===== config.mk =====
export PLATFORM = sky130hd
export DESIGN_NAME = jtag_scan_ctrl
export DESIGN_NICKNAME = d
export VERILOG_FILES = /design/src/rtl/jtag_ctrl_pkg.sv /design/src/rtl/jtag_tck_gen.sv /design/src/rtl/jtag_scan_ctrl.sv
export SDC_FILE = /design/constraint.sdc
export NUM_CORES = 1
export LEC_CHECK = 0
export ABC_AREA = 1
export CAP_MARGIN = 20
export CORE_MARGIN = 3
export CORE_UTILIZATION = 54
export DETAILED_ROUTE_END_ITERATION = 8
export MAX_ROUTING_LAYER = met4
export PLACE_DENSITY = 0.8
export SYNTH_ARGS = -nofsm -noshare
export SYNTH_HDL_FRONTEND = slang
export SYNTH_SLANG_ARGS = --single-unit

===== constraint.sdc =====
create_clock -name clk -period 4.05 [get_ports clk]
set_clock_uncertainty 0.2 [all_clocks]
set_input_delay 1.215 -clock clk [delete_from_list [all_inputs] [get_ports clk]]
set_output_delay 1.215 -clock clk [all_outputs]
set_load 0.01 [all_outputs]

===== src/rtl/jtag_ctrl_pkg.sv =====
// Shared types and constants for the JTAG scan controller.
package jtag_ctrl_pkg;

  typedef enum logic [1:0] {
    OP_TAP_RESET = 2'b00,
    OP_IR_SCAN   = 2'b01,
    OP_DR_SCAN   = 2'b10,
    OP_RSVD      = 2'b11
  } op_t;

  typedef enum logic [3:0] {
    IDLE,
    RST_SEQ,
    SEL_DR,
    SEL_IR,
    CAPTURE,
    SHIFT,
    EXIT1,
    UPDATE,
    RTI,
    FINISH
  } ctrl_state_t;

  // TCKs in the TAP reset sequence (five TMS=1 then one TMS=0 into RTI)
  localparam int RST_SEQ_LEN = 6;
  // TCKs around the shift bits of a DR scan and an IR scan
  localparam int DR_OVERHEAD = 5;
  localparam int IR_OVERHEAD = 6;

endpackage


===== src/rtl/jtag_tck_gen.sv =====
// TCK generator: DIV clk cycles low, DIV clk cycles high, with single-cycle
// strobes that are high during the clk cycle ending in a TCK edge.
module jtag_tck_gen #(
  parameter int DIV = 2
) (
  input  logic clk,
  input  logic reset,
  input  logic en,
  output logic tck,
  output logic rise,
  output logic fall
);

  localparam int CW = (DIV > 1) ? $clog2(DIV) : 1;

  logic [CW-1:0] cnt;
  logic          wrap;

  assign wrap = (cnt == CW'(DIV - 1));
  assign rise = en & wrap & ~tck;
  assign fall = en & wrap & tck;

  // Half-period counter; parks with tck low whenever disabled
  always_ff @(posedge clk or posedge reset) begin
    // NOTE: state registers use non-blocking assignments so every flop samples pre-edge values.
    if (reset) begin
      cnt <= '0;
      tck <= 1'b0;
    end else if (!en) begin
      cnt <= '0;
      tck <= 1'b0;
    end else if (wrap) begin
      cnt <= '0;
      tck <= ~tck;
    end else begin
      cnt <= cnt + 1'b1;
    end
  end

endmodule


===== src/rtl/jtag_scan_ctrl.sv =====
// Host-side JTAG scan controller: runs a full IR/DR scan (or TAP reset) from
// one command, always starting and ending in Run-Test/Idle.
module jtag_scan_ctrl
  import jtag_ctrl_pkg::*;
#(
  parameter int MAX_LEN = 32,
  parameter int DIV     = 2
) (
  input  logic                         clk,
  input  logic                         reset,
  input  logic                         start,
  input  logic [1:0]                   op,
  input  logic [$clog2(MAX_LEN+1)-1:0] len,
  input  logic [MAX_LEN-1:0]           tdi_data,
  output logic                         busy,
  output logic                         done,
  output logic                         err,
  output logic [MAX_LEN-1:0]           tdo_data,
  output logic                         tck,
  output logic                         tms,
  output logic                         tdi,
  input  logic                         tdo
);

  localparam int LW = $clog2(MAX_LEN + 1);
  localparam int CW = (LW > 3) ? LW : 3;
  localparam int IW = $clog2(MAX_LEN);

  ctrl_state_t        state;
  op_t                op_r;
  logic               tap_known;
  logic [CW-1:0]      bit_cnt;
  logic [CW-1:0]      len_r;
  logic [MAX_LEN-1:0] tdi_sr;
  logic               rise;
  logic               fall;
  logic               tck_en;
  logic               cmd_err;
  op_t                op_c;

  assign op_c    = op_t'(op);
  assign cmd_err = (op_c == OP_RSVD) ||
                   (op_c != OP_TAP_RESET && (len == '0 || int'(len) > MAX_LEN));
  // TCK runs only while a real scan is in flight, never for a rejected command
  assign tck_en  = busy && (state != FINISH);

  jtag_tck_gen #(.DIV(DIV)) u_tck_gen (
    .clk   (clk),
    .reset (reset),
    .en    (tck_en),
    .tck   (tck),
    .rise  (rise),
    .fall  (fall)
  );

  // Command FSM: accepts commands, steps TMS/TDI on each TCK fall, captures TDO on each rise
  always_ff @(posedge clk or posedge reset) begin
    if (reset) begin
      // NOTE: the datapath registers are reset too, so an aborted scan leaves no stale capture or shift state behind.
      state     <= IDLE;
      op_r      <= OP_TAP_RESET;
      tap_known <= 1'b0;
      bit_cnt   <= '0;
      len_r     <= '0;
      tdi_sr    <= '0;
      tdo_data  <= '0;
      busy      <= 1'b0;
      done      <= 1'b0;
      err       <= 1'b0;
      tms       <= 1'b1;
      tdi       <= 1'b0;
    end else begin
      done <= 1'b0;
      err  <= 1'b0;
      case (state)
        IDLE: begin
          if (start) begin
            busy     <= 1'b1;
            tdo_data <= '0;
            op_r     <= op_c;
            len_r    <= CW'(len);
            tdi_sr   <= tdi_data;
            bit_cnt  <= '0;
            tms      <= 1'b1;
            tdi      <= 1'b0;
            if (cmd_err)
              state <= FINISH;
            else if (op_c == OP_TAP_RESET || !tap_known)
              state <= RST_SEQ;
            else
              state <= SEL_DR;
          end
        end
        FINISH: begin
          busy  <= 1'b0;
          done  <= 1'b1;
          err   <= 1'b1;
          state <= IDLE;
        end
        default: begin
          if (rise && (state == SHIFT || state == EXIT1))
            tdo_data[bit_cnt[IW-1:0]] <= tdo;
          if (fall) begin
            case (state)
              RST_SEQ: begin
                if (bit_cnt == CW'(RST_SEQ_LEN - 1)) begin
                  tap_known <= 1'b1;
                  bit_cnt   <= '0;
                  tms       <= 1'b1;
                  if (op_r == OP_TAP_RESET) begin
                    busy  <= 1'b0;
                    done  <= 1'b1;
                    state <= IDLE;
                  end else begin
                    state <= SEL_DR;
                  end
                end else begin
                  bit_cnt <= bit_cnt + 1'b1;
                  tms     <= (bit_cnt != CW'(RST_SEQ_LEN - 2));
                end
              end
              SEL_DR: begin
                bit_cnt <= '0;
                if (op_r == OP_IR_SCAN) begin
                  state <= SEL_IR;
                  tms   <= 1'b1;
                end else begin
                  state <= CAPTURE;
                  tms   <= 1'b0;
                end
              end
              SEL_IR: begin
                state <= CAPTURE;
                tms   <= 1'b0;
              end
              // Two TMS=0 TCKs: enter Capture, then enter Shift
              CAPTURE: begin
                if (bit_cnt == '0) begin
                  bit_cnt <= 1'b1;
                end else begin
                  bit_cnt <= '0;
                  tdi     <= tdi_sr[0];
                  if (len_r == CW'(1)) begin
                    state <= EXIT1;
                    tms   <= 1'b1;
                  end else begin
                    state <= SHIFT;
                  end
                end
              end
              // All shift bits but the last; the last one is the EXIT1 TCK
              SHIFT: begin
                tdi_sr  <= tdi_sr >> 1;
                tdi     <= tdi_sr[1];
                bit_cnt <= bit_cnt + 1'b1;
                if (bit_cnt == len_r - CW'(2)) begin
                  state <= EXIT1;
                  tms   <= 1'b1;
                end
              end
              EXIT1: begin
                state <= UPDATE;
                tms   <= 1'b1;
                tdi   <= 1'b0;
              end
              UPDATE: begin
                state <= RTI;
                tms   <= 1'b0;
              end
              RTI: begin
                state <= IDLE;
                busy  <= 1'b0;
                done  <= 1'b1;
                tms   <= 1'b1;
              end
              default: begin
                state <= IDLE;
                busy  <= 1'b0;
              end
            endcase
          end
        end
      endcase
    end
  end

endmodule

======== Yosys cells after proc, flatten, opt, wreduce, memory -nomap -nowiden ========
Index checks and enable logic that the tools add are counted.
word-level totals
  bits in registers ....................... 90
  bits of input ports ..................... 44
cells by class
  add/subtract/negate cells ............... 3
  $lt $le $gt $ge ......................... 3
  equal/unequal tests ..................... 26
  muxes and demuxes ....................... 57
  bitwise gates (word level) .............. 6
  reduce and logical (&&, ||, !) cells .... 35
operators with widths
  operator               number
  $mux W32               5
  $pmux W32 S2           2
  $bwmux W32             1
  $pmux W4 S7            1
  $mux W4                6
  $pmux W6 S4            1
  $mux W1                23
  $mux W6                3
  $eq A4 B3 Y1 const B   4
  $ne A4 B4 Y1 const B   4
  $reduce_and A5 Y1      3
  $logic_not A6 Y1       2
  $pmux W1 S2            6
  $pmux W6 S2            1
  $reduce_and A4 Y1      3
  $eq A4 B2 Y1 const B   2
  $eq A4 B4 Y1 const B   2
  $pmux W4 S2            1
  $reduce_bool A2 Y1     4
  $reduce_and A7 Y1      1
  $reduce_bool A7 Y1     1
  $add A6 B1 Y6 const B  1
  $eq A6 B1 Y1 const B   1
  $eq A6 B3 Y1 const B   1
  33 further kinds       51

======== Depth between registers and ports, before layout ========
  depth in word-level cells ............... 7
  depth in mapped cells ................... 12
  gate-level depth less buffers ........... 12

======== Cells and area by module ========
Synthesis repeated with hierarchy kept, for this count alone.
unflattened totals
  cells, all modules ...................... 670
  area total of the unflattened synthesis .. 4897.2 um2
modules (own cells, without submodules)
  module          times used  cells an instance  area each (um2)
  jtag_scan_ctrl  1           657                4803.4
  jtag_tck_gen    1           13                 93.8

======== Least setup slack after synthesis ========
Ideal clock, no wire load.
  path kind ............................... input port to flip-flop
  start ................................... in start
  end ..................................... reg tdi_sr[25]
  setup time .............................. 121 ps
  arrival ................................. 2114 ps
  data required time ...................... 3729 ps
  slack ................................... 1616 ps
  cell stages on the path ................. 9
  buffers on the path ..................... 2
  cells stage by stage .................... or2_1 -> buf_2 -> nand2_1 -> inv_2 -> nand2_4 -> nor2_8 -> buf_2 -> nand2_1 -> o21ai_1
on the way
  longest elaborated chain between the ends .. 2
RTL lines
  what                                line                   text
  from (decl)                         jtag_scan_ctrl.sv:11   input logic start,
  $ne A2 B2 Y1 (no source line)       -
  $reduce_and A4 Y1 (no source line)  -
  to (signal assigned)                jtag_scan_ctrl.sv:82   tdi_sr <= tdi_data;
  to (signal assigned)                jtag_scan_ctrl.sv:153  tdi_sr <= tdi_sr >> 1;
  to (decl)                           jtag_scan_ctrl.sv:34   logic [MAX_LEN-1:0] tdi_sr;
Every way passes these cells.
A chain may end at the register's enable or synchronous reset.

======== Worst setup path in the final report ========
  start ................................... in start
  end ..................................... reg tdo_data[23]
on the way
  longest elaborated chain between the ends .. 2
RTL lines
  what                                line                   text
  $ne A2 B2 Y1 (no source line)       -
  $reduce_and A3 Y1 (no source line)  -
  to (signal, indexed assignment)     jtag_scan_ctrl.sv:102  tdo_data[bit_cnt[IW-1:0]] <= tdo;
  to (decl)                           jtag_scan_ctrl.sv:18   output logic [MAX_LEN-1:0] tdo_data,
Every way passes these cells.

==> summary.txt <==
Placed Cells: 874
family with the most delay on the worst path: buffers and inverters
row count: 34
clk_lat worst skew: 370 ps
Resized cells post-CTS: 0
Crit-path slowest cell: clkdlybuf4s50_1
sequential cell fraction of total power: 33.1%
Vias: 4922
Layout Utilization: 68.6%
CP dominant cell by count: nand2_1
NetSw: 1950 uW
fin crit period: 3030 ps
CP Data Required Time: 4110 ps
Startpoint Class: primary input
syn_area_per_cell: 7.13 um^2
CTS sink count: 90
Crit path largest cell delay: 500 ps
antenna violations before repair: 0
Mapped Cells: 716
outcome: finished clean
#FFs+latches synth: 90
FF+latch area: 2250 um^2
worst-margin pin slew: 703 ps
HP Class: register to register
Post-CTS Repair Setup Buffers: 0
Final Cycle Share: 74.8%
Final Routed Wirelength: 12.4 mm
Initial Util: 57.1%
Cell Area, Synth: 5100 um^2
post-synth cell types: 31
IO buf count: 81
Synth area leaders: dfrtp_1 (44%), nand2_1 (16%), nor2_1 (6.0%)
Post-synth ARST share: 100%
Yosys top cell by area: dfrtp_1
Critical Path Sink Type: register
hold-fix buffers at CTS: 0
yosys warns: 0
Rel. slew slack: 53.1%
Setup TNS: 0 ps
gr usage total: 25.0%
final hold vios: 0
setup violators final: 0
largest net degree at the start of global routing: 66
Num CTS Buffers: 9
worst path cell trace: clkdlybuf4s50_1 -> or2_1 -> buf_4 -> nand2_1 -> o21ai_0 -> nand2_1
fin area: 6130 um^2
placed instance area: 5930 um^2
ANT cells: 0
hold_ws: 274 ps
Power Internal: 2170 uW
Vias/cell: 5.53
CTS tree: yes
1st-iter DRT viols: 264
global route total overflow: 0
die height: 103 um
top cell type's share of synthesized area: 43.6%
# fillers: 779
Fmax: 0.330 GHz
# H-tree levels: 3
DP Wirelength: 8.86 mm
Boundary Pins: 82
drt first pass iters: 5
Crit path buffers/inverters: 2
Layout area overhead: 20.0%
clock share of power: 15.1%
clk root buf: clkbuf_8
Post-synth EDFFs: 0
vias in the first global route: 4608
FF-to-FF setup slack: 1190 ps
Crit Path Class: primary input to register
VDD IR max: 357 uV
Final nets: 826
DR WL/cell: 13.9 um
ANT nets after route: 0
die width: 103 um
buffer depth of the longest clock path: 2
register area share after synthesis: 44.1%
crit path DAT: 3090 ps
Remaining DRCs: 0
main flop type after synthesis: dfrtp_1
core area: 8930 um^2
Final Instance Count excl. Fillers: 890
first-pass GRT wire length: 20.6 mm
CP max FO: 50
clk slew on worst S/H paths: 90 ps
area of the multi-input gates: 2390 um^2
leak pwr: 0.00298 uW
fin. max-slew vios: 0
Pwr Density: 672 nW/um^2
Switching Share: 47.4%
Max-Cap Viols: 0
combinational share of power: 51.8%
RSZ-0062 raised after global routing: false
ratio of cells with drive above 1 in the final layout: 4.22%
Synth Net Count: 765
die area: 10700 um^2
GPL Wtd Cong: 0.912
-- layer usage --
| layer | wire [um] | up-vias | global-route usage [%] |
|---|---|---|---|
| met2 | 5960 | 162 | 40.4 |
| met3 | 701 | 30 | 4.23 |
| met1 | 5410 | 2277 | 31.1 |
| met4 | 291 | 0 | 10.7 |
| li1 | - | 2453 | - |
| met5 | 0 | - | - |
-- cell families (layout without fill, tap and decap cells) --
family	Yosys count	after routing	share of synthesized area, %
adder cells (fa/ha/maj)	5	5	1.23
XOR/XNOR	3	3	0.515
AND/OR/NAND/NOR	378	378	31.5
buffers and inverters	114	180	9.02
flip-flops	90	90	44.1
AO/OA/AOI/OAI	126	126	13.6
-- state kept, by name, summed over array words and instances (netlist names), 2 cells and up --
signal and count:
bit_cnt 6, op_r 2, tdi_sr 32, state 4
len_r 6, tdo_data 32
-- power groups by stage --
stage                     Combinational (uW)  Clock (uW)  Sequential (uW)
after floorplan                         1640           0             1350
after global placement                  2050           0             1370
after detailed placement                2110           0             1380
after CTS                               2130         633             1360
after global routing                    2440         668             1390
final                                   2130         623             1360
-- layout by cell type (no fill, tap or decap), types with 2 or more instances in the layout --
cell	netlist	layout
nor2_2	2	2
xor2_1	2	2
ha_1	5	5
clkbuf_8	0	9
dfrtp_1	89	89
nand2_1	212	212
a21oi_1	10	10
buf_4	1	4
inv_2	3	3
inv_6	0	2
o211ai_1	20	20
clkdlybuf4s50_1	0	81
inv_1	75	74
nor2_1	81	81
nand4_1	41	41
nor3_1	3	3
nand3_1	33	33
clkinv_2	0	3
o21ai_1	33	33
o21ai_0	60	60
-- area by class of cell --
cell class	instances	area share (%)
clock inverters	6	1.06
flip-flops and latches	90	36.8
well taps	108	2.21
clock buffers	10	2.08
multi-input cells	512	39.0
inverters	78	4.80
repair buffers	86	14.0
-- worst paths after layout --
check	start	endpoint	cells past startpoint
worst max-delay path	start	tdo_data[23]$_DFFE_PP0P_	6
worst min register to register	u_tck_gen.cnt$_DFF_PP0_	u_tck_gen.cnt$_DFF_PP0_	1
min in group asynchronous	reset	tdo_data[18]$_DFFE_PP0P_	2
worst min-delay path	u_tck_gen.cnt$_DFF_PP0_	u_tck_gen.cnt$_DFF_PP0_	1
worst max register to register	state[3]$_DFFE_PP0P_	tdi_sr[26]$_DFFE_PP0P_	7
max in group asynchronous	reset	tms$_DFFE_PP1P_	3
-- stage by stage --
step	setup WS, ps	power (uW)
2_1_floorplan	301	2990
3_3_place_gp	786	3420
3_5_place_dp	691	3490
4_1_cts	1090	4120
5_1_grt	834	4500
6_report	1020	4120
-- cell usage after synthesis, types with 2 or more instances --
cell type,number
nand2_1,212
dfrtp_1,89
nor2_1,81
inv_1,75
o21ai_0,60
nand4_1,41
nand3_1,33
o21ai_1,33
clkbuf_1,20
o211ai_1,20
buf_2,11
a21oi_1,10
ha_1,5
inv_2,3
nor3_1,3
buf_1,2
buf_6,2
nor2_2,2
xor2_1,2
No activity file was read; power rests on OpenSTA's default activity.
==> edit 1, RTL diff (same flow settings) <==
Reset style: synchronous (`reset`), changed in 2 clocked blocks.
--- a/src/rtl/jtag_tck_gen.sv
+++ b/src/rtl/jtag_tck_gen.sv
@@ -21,7 +21,7 @@
   assign fall = en & wrap & tck;
 
   // Half-period counter; parks with tck low whenever disabled
-  always_ff @(posedge clk or posedge reset) begin
+  always_ff @(posedge clk) begin
     // NOTE: state registers use non-blocking assignments so every flop samples pre-edge values.
     if (reset) begin
       cnt <= '0;
--- a/src/rtl/jtag_scan_ctrl.sv
+++ b/src/rtl/jtag_scan_ctrl.sv
@@ -54,7 +54,7 @@
   );
 
   // Command FSM: accepts commands, steps TMS/TDI on each TCK fall, captures TDO on each rise
-  always_ff @(posedge clk or posedge reset) begin
+  always_ff @(posedge clk) begin
     if (reset) begin
       // NOTE: the datapath registers are reset too, so an aborted scan leaves no stale capture or shift state behind.
       state     <= IDLE;
Behaviour: differs if reset is asserted again (counterexample within 4 cycles, from zero or initial values and one cycle with reset high); with reset held inactive, the same outputs for 10 cycles.
==> edit 1 against the original RTL <==
Global-route usage decreased by 0.78 points; critical endpoint is now state[0]; routed wire length decreased by 2.3%; total power fell by 14%; sequential share of layout area fell by 6.2 points; core utilization down 1.3 points; worst hold slack lost 0.023 ns; synthesized area down 4.1%; setup slack got worse by 0.017 ns; cell area fell by 3.7%; via count rose by 3.4%; non-clock buffer count is 3 higher; sequential cell count unchanged.
==> edit 1: results (changes against the original RTL) <==
status = finished, final reports clean
dpl hpwl = 8320 µm (-6.1%)
via count = 5088 (+3.4%)
multi-input combinational area share = 42.7% (+3.7 points)
placed cells = 890 (+1.8%)
first-pass GRT wire length = 19900 µm (-3.3%)
vias in the first global route = 4302 (-6.6%)
layout cell share with drive strength beyond 1 = 5.01% (+0.79 points)
fin crit share = 75.2% (+0.43 points)
filler cell count = 793 (+1.8%)
Synth top cells by count = nand2_1, dfxtp_1, a21oi_1, inv_1, nor2_1
Peak supply drop = 482 µV (+35%)
Slowest cell on crit path = buf_4
Hold Path Sink = tdi_sr[20]
nonclk buf count = 89 (+3.5%)
syn nets = 790 (+3.3%)
initial drt markers = 275 (+4.2%)
Clock Latency Late Sink = 0.35 ns (-0.02 ns)
reg2reg end = state[0]
Synth async-reset ratio = 0% (-100 points)
RR Startpoint = state[1]
max_slew headroom = 58.6% (+5.5 points)
Worst Path Arrival = 3.10 ns (about the same)
Placer Congestion = 0.942 (+3.3%)
CP max FO = 66 (+32%)
edit 1: changes by cell type after synthesis, sizes merged, moves of 2 or more:
cell / unedited run / this run
nand3: 33 / 27
o22ai: 0 / 2
a21oi: 11 / 81
dfrtp: 89 / 0
inv: 78 / 90
o211ai: 20 / 33
nor2: 85 / 68
nand2: 214 / 163
xor2: 2 / 0
o21ai: 94 / 84
buf: 16 / 25
clkbuf: 20 / 22
dfxtp: 0 / 90
edit 1: layer usage:
metal	share of wire [%]	track usage (%)	routed length (µm)	vias up
met2	47	36.1	5620	173
met4	1.6	8.28	189	0
met1	46	33.9	5570	2320
met3	5.8	3.17	701	21
li1	-	-	-	2574
met5	0	-	0	-
edit 1: power breakdown:
part           leakage, µW  internal (µW)  switching [µW]
combinational      0.00151            569            1160
sequential        0.000733           1030            94.4
clock             0.000106            363             323
total              0.00235           1970            1580
==> edit 2, RTL diff (same flow settings) <==
Made on the original files. The parameter `MAX_LEN` goes from 32 to 128.
--- a/src/rtl/jtag_scan_ctrl.sv
+++ b/src/rtl/jtag_scan_ctrl.sv
@@ -3,7 +3,7 @@
 module jtag_scan_ctrl
   import jtag_ctrl_pkg::*;
 #(
-  parameter int MAX_LEN = 32,
+  parameter int MAX_LEN = 128,
   parameter int DIV     = 2
 ) (
   input  logic                         clk,
Interface: changed (resized len, tdi_data and tdo_data); port bits go from 82 to 276. The function was not compared with the original's and may differ.
==> edit 2 against the original RTL <==
Count of clock-buffer cells in the layout rose by 31; setup slack got worse by 0.12 ns; cell area rose to 3.2 times the old value; largest cell class is now sequential cells; combinational power rose to 2.8 times the old value; synthesized area rose to 3.0 times the old value; largest power group unchanged; critical path depth rose by 1; routed wire length rose to 3.5 times the old value; total power rose to 3.1 times the old value; sequential cell count rose by 196.
==> edit 2: results (changes against the original RTL) <==
largest net degree at the start of global routing = 246 (+270%)
number of CTS-inserted buffers = 31 (+22)
Peak supply drop = 698 µV (+95%)
hold_ws = 0.254 ns (-0.0197 ns)
syn avg cell area = 7.65 µm² (+7.3%)
root buf cell = clkbuf_16
sequential-to-total area share from yosys stat = 46.0% (+1.8 points)
status = finished, final reports clean
Port Buffers = 275 (+240%)
CP max FO = 245 (+390%)
number of vias per cell = 5.41 (-2.3%)
first-pass GRT wire length = 69200 µm (+240%)
max_slew headroom = 35.5% (-18 points)
NumNets Final = 2391 (+190%)
adder-cell share of the synthesized area = 0.322% (-0.90 points)
Synth Area in Compound Gates = 13.9% (+0.35 points)
Slowest cell on crit path = buf_12
Synth top cells by count = nand2_1, nor2_1, dfrtp_1
filler cell count = 2288 (+190%)
r2r setup slk = 0.90 ns (-0.29 ns)
layout cell share with drive strength beyond 1 = 8.80% (+4.6 points)
DR WL/cell = 16.2 µm (+17%)
Clock Latency Late Sink = 0.55 ns (+0.18 ns)
H-tree lvl count = 1 (-2)
GRT Resource Usage Total = 27.8% (+2.8 points)
Worst Path Arrival = 3.37 ns (+0.28 ns)
placed cells = 2590 (+200%)
Yosys cell types = 34 (+9.7%)
clk buf depth = 3 (+1)
Hold Path Cell Cnt = 2 (+1)
biggest regs = tdi_sr: 128 flops, tdo_data: 128 flops
[edit 2: changes by cell type after synthesis, sizes merged, moves of 7 or more]
cell    delta
dfrtp    +196
nor2     +239
inv      +130
o211ai    -20
buf       +77
clkbuf    +14
nor3       +7
nand4     -29
o21ai    +310
nand2    +256
nand3    +122
a21oi      +7
[edit 2: worst register-to-register path, delay by kind of cell, from the launching register on]
family,cells,cell delay (ns)
AO/OA/AOI/OAI,2,0.52
buffers and inverters,2,1.06
flip-flops,1,0.50
AND/OR/NAND/NOR,3,0.74
[edit 2: area by class of cell]
class	instances	area share (%)
multi-input combinational	1413	34.8
timing repair buffer	305	16.4
clock inverter	9	0.518
sequential	286	37.0
clock buffer	41	4.57
inverter	208	4.15
tap	378	2.45
[edit 2: final timing paths]
check	from	endpoint
max	state[1]	tdi_sr[100]
min	tap_known	tap_known
max reg2reg	state[1]	tdi_sr[100]
min reg2reg	tap_known	tap_known
max in group asynchronous	reset	tdo_data[111]
min in group asynchronous	reset	tdo_data[21]
[edit 2: power by group]
part           leakage [µW]  switching, µW  internal [µW]  total [µW]
registers           0.00379            332           3600        3930
clock network      0.000484           1140           1630        2780
logic               0.00456           4030           1890        5920
total               0.00883           5500           7130       12600
[edit 2: logic make-up (layout without fill, tap and decap cells)]
| family | count (synthesis) | in the layout |
|---|---|---|
| buf+inv | 335 | 563 |
| simple gates | 974 | 974 |
| flops | 286 | 286 |
| xor+xnor | 6 | 6 |
| fa+ha+maj | 4 | 4 |
| compound gates | 429 | 429 |
[edit 2: stage by stage]
stage	worst slack, ns	area, µm²	util [%]
2_1_floorplan	-1.16	15600	-
3_3_place_gp	0.694	18300	65.3
3_5_place_dp	0.634	18300	65.3
4_1_cts	0.967	19300	68.8
5_1_grt	0.713	19300	68.8
6_report	0.902	19300	68.8
[edit 2: per-layer routing]
layer | wire, µm | vias to the layer above | GRT usage (%)
met5 | 0 | - | -
met3 | 3870 | 69 | 6.14
met1 | 18300 | 6770 | 37.9
met2 | 19800 | 539 | 43.1
met4 | 894 | 0 | 5.97
li1 | - | 6893 | -
